--- src/rtl/z_event_logger_pkg.sv ---
// Shared constants and helpers for the z_event_logger block.
package z_event_logger_pkg;

    localparam int unsigned TS_W_DEF  = 8;
    localparam int unsigned DEPTH_DEF = 4;
    localparam int unsigned CNT_W_DEF = 8;

    // Pointer width needed to address a FIFO of the given depth.
    function automatic int unsigned ptr_w(input int unsigned depth);
        return $clog2(depth);
    endfunction

    localparam int unsigned PTR_W = ptr_w(DEPTH_DEF);

endpackage

--- src/rtl/z_event_logger_sync_fifo.sv ---
// Synchronous first-word-fall-through FIFO with an explicit occupancy counter.
module sync_fifo
    import z_event_logger_pkg::*;
#(
    parameter int unsigned WIDTH = TS_W_DEF,
    parameter int unsigned DEPTH = DEPTH_DEF
) (
    input  logic             Clk,
    input  logic             Rst,
    input  logic             push,
    input  logic [WIDTH-1:0] din,
    input  logic             pop,
    output logic [WIDTH-1:0] dout,
    output logic             empty,
    output logic             full
);

    localparam int unsigned PW = ptr_w(DEPTH);

    logic [WIDTH-1:0] mem_q [DEPTH];
    logic [PW-1:0]    wr_ptr_q;
    logic [PW-1:0]    rd_ptr_q;
    logic [PW:0]      occ_q;
    logic             do_push;
    logic             do_pop;

    assign empty   = (occ_q == '0);
    assign full    = (occ_q == (PW+1)'(DEPTH));
    assign do_pop  = pop & ~empty;
    // A full FIFO still accepts a write when the head leaves on the same edge.
    assign do_push = push & (~full | do_pop);
    assign dout    = mem_q[rd_ptr_q];

    // Storage, pointers and occupancy; array cleared so dout reads 0 after reset.
    always_ff @(posedge Clk) begin
        if (Rst) begin
            mem_q    <= '{default: '0};
            wr_ptr_q <= '0;
            rd_ptr_q <= '0;
            occ_q    <= '0;
        end else begin
            if (do_push) begin
                mem_q[wr_ptr_q] <= din;
                wr_ptr_q        <= wr_ptr_q + 1'b1;
            end
            if (do_pop) begin
                rd_ptr_q <= rd_ptr_q + 1'b1;
            end
            if (do_push && !do_pop) begin
                occ_q <= occ_q + 1'b1;
            end else if (do_pop && !do_push) begin
                occ_q <= occ_q - 1'b1;
            end
        end
    end

endmodule

--- src/rtl/z_event_logger.sv ---
// Timestamps rising edges of z into a FIFO; keeps a saturating event count
// and a sticky overflow flag for dropped events.
module z_event_logger
    import z_event_logger_pkg::*;
#(
    parameter int unsigned TS_W  = TS_W_DEF,
    parameter int unsigned DEPTH = DEPTH_DEF,
    parameter int unsigned CNT_W = CNT_W_DEF
) (
    input  logic             Clk,
    input  logic             Rst,
    input  logic             z,
    input  logic             clr,
    input  logic             rd_ready,
    output logic             rd_valid,
    output logic [TS_W-1:0]  rd_data,
    output logic [CNT_W-1:0] count,
    output logic             overflow
);

    logic [TS_W-1:0]  ts_q;
    logic             z_q;
    logic [CNT_W-1:0] count_q, count_d;
    logic             ovf_q, ovf_d;
    logic             evt;
    logic             pop;
    logic             drop;
    logic             fifo_empty;
    logic             fifo_full;

    assign evt  = z & ~z_q;
    assign pop  = rd_valid & rd_ready;
    assign drop = evt & fifo_full & ~pop;

    sync_fifo #(
        .WIDTH (TS_W),
        .DEPTH (DEPTH)
    ) u_fifo (
        .Clk   (Clk),
        .Rst   (Rst),
        .push  (evt),
        .din   (ts_q),
        .pop   (pop),
        .dout  (rd_data),
        .empty (fifo_empty),
        .full  (fifo_full)
    );

    assign rd_valid = ~fifo_empty;
    assign count    = count_q;
    assign overflow = ovf_q;

    // Next count/overflow: a coincident event or drop takes priority over clr.
    always_comb begin
        count_d = count_q;
        ovf_d   = ovf_q | drop;
        if (clr) begin
            count_d = evt ? CNT_W'(1) : '0;
            ovf_d   = drop;
        end else if (evt && (count_q != '1)) begin
            count_d = count_q + 1'b1;
        end
    end

    // Free-running timestamp, edge-detect history and status registers.
    always_ff @(posedge Clk) begin
        if (Rst) begin
            ts_q    <= '0;
            z_q     <= 1'b0;
            count_q <= '0;
            ovf_q   <= 1'b0;
        end else begin
            ts_q    <= ts_q + 1'b1;
            z_q     <= z;
            count_q <= count_d;
            ovf_q   <= ovf_d;
        end
    end

endmodule

--- config.mk ---
export PLATFORM = sky130hd
export DESIGN_NAME = z_event_logger
export DESIGN_NICKNAME = d
export VERILOG_FILES = /design/src/rtl/z_event_logger_pkg.sv /design/src/rtl/z_event_logger_sync_fifo.sv /design/src/rtl/z_event_logger.sv
export SDC_FILE = /design/constraint.sdc
export NUM_CORES = 1
export LEC_CHECK = 0
export ABC_AREA = 1
export ABC_CLOCK_PERIOD_IN_PS = 2250
export BUFFER_PORTS_ARGS = -buffer_cell sky130_fd_sc_hd__buf_2
export CORE_ASPECT_RATIO = 0.6
export CORE_MARGIN = 2
export CORE_UTILIZATION = 58
export CTS_CLUSTER_DIAMETER = 40
export CTS_CLUSTER_SIZE = 30
export DETAILED_ROUTE_END_ITERATION = 10
export PLACE_DENSITY = 0.77
export RECOVER_POWER = 50
export SKIP_CTS_REPAIR_TIMING = 1
export SLEW_MARGIN = 20
export SYNTH_ARGS = -nofsm -noshare
export SYNTH_HDL_FRONTEND = slang
export SYNTH_SLANG_ARGS = --single-unit
--- constraint.sdc ---
create_clock -name Clk -period 2.25 [get_ports Clk]
set_input_delay 0.5625 -clock Clk [delete_from_list [all_inputs] [get_ports Clk]]
set_output_delay 0.5625 -clock Clk [all_outputs]
set_load 0.02 [all_outputs]
==> impl_metrics.tcl <==
set metrics [dict create \
    outcome "complete, but fails checks" \
    vias 2468 \
    min_to "u_fifo.mem_q[14]$_SDFFE_PP0P_" \
    path_cells "clkinvlp_4, buf_12, o21ai_0, o22ai_1, buf_2" \
    worst_slew_pin_slew_ps 1577 \
    post-route-util 0.7089 \
    violations "capacitance limit, slew limit" \
    io_buffer_count 22 \
    syn-num-nets 371 \
    end_kind "primary output" \
    p_leak_nw 1.167 \
    drive_gt1_frac 0.1049 \
    grt_pass1_wl_mm 10.21 \
    synthTopCellsByArea "dfxtp_1 44%, nand3_1 9.2%, a21oi_1 9.0%" \
    hold_class "reg -> reg" \
    place_congestion 0.8665 \
    max_freq_mhz 483.8 \
    dpl.cell_count 431 \
    dp_hpwl_mm 4.151 \
    period_minus_slack_ps 2067 \
    path_class "reg -> out" \
    rows 18 \
    cts_tree "done" \
    die-area_um2 5077 \
    dr_wl_met3_um 573 \
    die_h_um 56 \
    clk_path_buf_depth 2 \
    htreeDepth 3 \
    cts-root-buf "clkbuf_8" \
    synth_xor_area_frac 0.003351 \
    reg2regPathDepth 11 \
    synthSimpleGateAreaFrac 0.2681 \
    start_util 0.6206 \
    drt-met1-wl_mm 3.146 \
    viasPerCell 5.472 \
    yosysWarnings 0 \
    syn2layout_area_growth_pct 14.22 \
    reg2reg_to "u_fifo.occ_q[2]$_SDFFE_PP0P_" \
    whs_ps 460.4 \
    numCtsBuffers 9 \
    ios 23 \
    antenna_cells 0 \
    coreArea_um2 4212 \
    final_antenna_net_count 0 \
    critPathMaxFanout 9 \
    synth_compound_area_frac 0.1671 \
    cts.clk_slew.worst_paths_ps 60 \
    hold_violations 0 \
    irDropWorstVdd_mv 0.5999 \
    nets 399 \
    grt_pass1_vias 2041 \
    drc_errors 0 \
    relSlewSlack -0.05142 \
    hp-start "u_fifo.mem_q[14]$_SDFFE_PP0P_" \
    cts_sinks 57 \
    drt-initial-drc-count 285 \
    yosys.area_share.adder 0.04117 \
    synth_top_family_by_area "simple AND/OR/NAND/NOR gates" \
    period_share 0.9186 \
    setup-violations-final 0 \
    skew_ps 6.661 \
    ys_seq_area_frac 0.4366 \
    overflow 0 \
    synth-seq-cells 57 \
    rsz0062_at_grt "false" \
    netlist_instances 358 \
    firstDrtPassIters 5 \
    post_synth_num_cell_types 24 \
    r2r_start "u_fifo.occ_q[0]$_SDFFE_PP0P_" \
    synth_top_cell_by_area "dfxtp_1" \
    wl_mm 6.250 \
    cp.buffers_inverters 3 \
    drv_slew 37 \
    wl_met2_mm 2.470 \
    cp.arrival_ps 1500 \
    maxCapViolCount 1 \
    synth_area_per_cell_um2 7.301 \
    clkLatencyLatePin_ps 340 \
    grt_max_degree 37 \
    setup_tns_ps 0 \
    crit_required_ps 1690 \
    grt.total_usage 0.2613 \
    synthesis.area_um2 2614 \
    r2r_setup_slack_ps 270 \
    cp-start-kind "register" \
    chipWidth_um 90.67 \
    cp_slowest_stage_delay_ps 370 \
    instances_no_fill 451 \
    wire_per_inst_um 13.86 \
    crit_slowest_cell "dfxtp_1" \
    synthMuxAreaShare 0 \
    yosysTopAreaCellShare 0.4366 \
    cp_top_family "buffers and inverters" \
    antenna_found_initial 0 \
    worstHoldPathCells 2 \
    total_power_mw 2.873 \
    powerDensity_nw_per_um2 962.3 \
    maxUsedRoutingLayer "met4" \
]
## area by class of cell
type / count / area [um2]
Multi-Input combinational cell: 253 / 1244
Fill cell: 351 / 1226
Sequential cell: 57 / 1141
Timing Repair Buffer: 33 / 188.9
Clock buffer: 14 / 172.7
Inverter: 32 / 128.9
Tap cell: 60 / 75.07
Clock inverter: 2 / 35.03
## metal layers
| layer | track usage | up-vias |
|---|---|---|
| met5 | 0 | - |
| met4 | 0.07473 | 0 |
| met3 | 0.1138 | 9 |
| met2 | 0.3177 | 104 |
| met1 | 0.4020 | 1102 |
| li1 | - | 1253 |
## per-stage QoR
| stage | instance area (um2) | setup WS [ps] |
|---|---|---|
| 4_1_cts | 2965 | 101.5 |
| 5_1_grt | 2985 | 64.90 |
| 3_3_place_gp | 2758 | 223.5 |
| 3_5_place_dp | 2758 | 175.0 |
| 6_report | 2985 | 183.1 |
| 2_1_floorplan | 2614 | 157.7 |
## report_power, final
part / switching [mW] / internal [mW]
combinational: 0.500 / 0.267
sequential: 0.0550 / 1.06
clock: 0.386 / 0.601
## kinds of logic after synthesis
kind of cell / count (synthesis)
adder cells (fa/ha/maj): 8
flip-flops: 57
AO/OA/AOI/OAI: 85
XOR/XNOR: 1
buffers and inverters: 48
AND/OR/NAND/NOR: 159
## worst register-to-register path: stages, from the launching register on
cell     delay (ps)
dfxtp_1         390
nor2_1           80
nand2_1         230
nand2_4         120
inv_6            60
ha_1            120
inv_1            60
fa_1            380
o21ai_0         240
nand2_1          80
nand2_1          70
nor2_1           40
## cells in the final DEF (no fill, tap or decap)
master,n
nand2_1,64
dfxtp_1,57
nand3_1,48
a21oi_1,47
nor2_1,40
inv_1,29
o21ai_0,29
clkbuf_1,13
clkbuf_8,12
buf_2,12
o22ai_1,8
buf_4,8
ha_1,7
nand4_1,3
nor3_1,2
inv_2,1
nor2_8,1
nand2_4,1
inv_6,1
clkinvlp_4,1
a31oi_1,1
xor2_1,1
fa_1,1
bufinv_16,1
clkinv_2,1
clkbuf_4,1
buf_12,1
## worst max-delay path by stage
stage | start | to | slack (ps) | depth (start not counted)
2_1_floorplan | z | u_fifo.occ_q[2]$_SDFFE_PP0P_ | 160 | 12
3_3_place_gp | rd_ready | u_fifo.occ_q[1]$_SDFFE_PP0P_ | 220 | 10
3_5_place_dp | rd_ready | u_fifo.occ_q[2]$_SDFFE_PP0P_ | 180 | 13
4_1_cts | u_fifo.rd_ptr_q[0]$_SDFFE_PP0P_ | rd_data[5] | 100 | 4
5_1_grt | u_fifo.occ_q[0]$_SDFFE_PP0P_ | u_fifo.occ_q[2]$_SDFFE_PP0P_ | 60 | 12
6_report | u_fifo.rd_ptr_q[0]$_SDFFE_PP0P_ | rd_data[6] | 180 | 5
## state kept, by name (all words and copies together), names as in the netlist
signal,cells
u_fifo.rd_ptr_q,2
ts_q,8
u_fifo.mem_q,32
z_q,1
u_fifo.occ_q,3
overflow,1
count,8
u_fifo.wr_ptr_q,2
## synthesized netlist by cell type
library cell and instances:
inv_6 1, nand3_1 48, nor3_1 2, inv_1 30, xor2_1 1, nor2_1 40, nand4_1 3, buf_2 6
nand2_1 60, buf_1 1, clkbuf_1 6, ha_1 7, o22ai_1 8, fa_1 1, nor2_8 1, nand2_4 1
a31oi_1 1, a21oi_1 47, nand2_2 4, dfxtp_1 57, inv_2 1, buf_6 2, buf_8 1, o21ai_0 29
(Power assumes the default switching activity.)
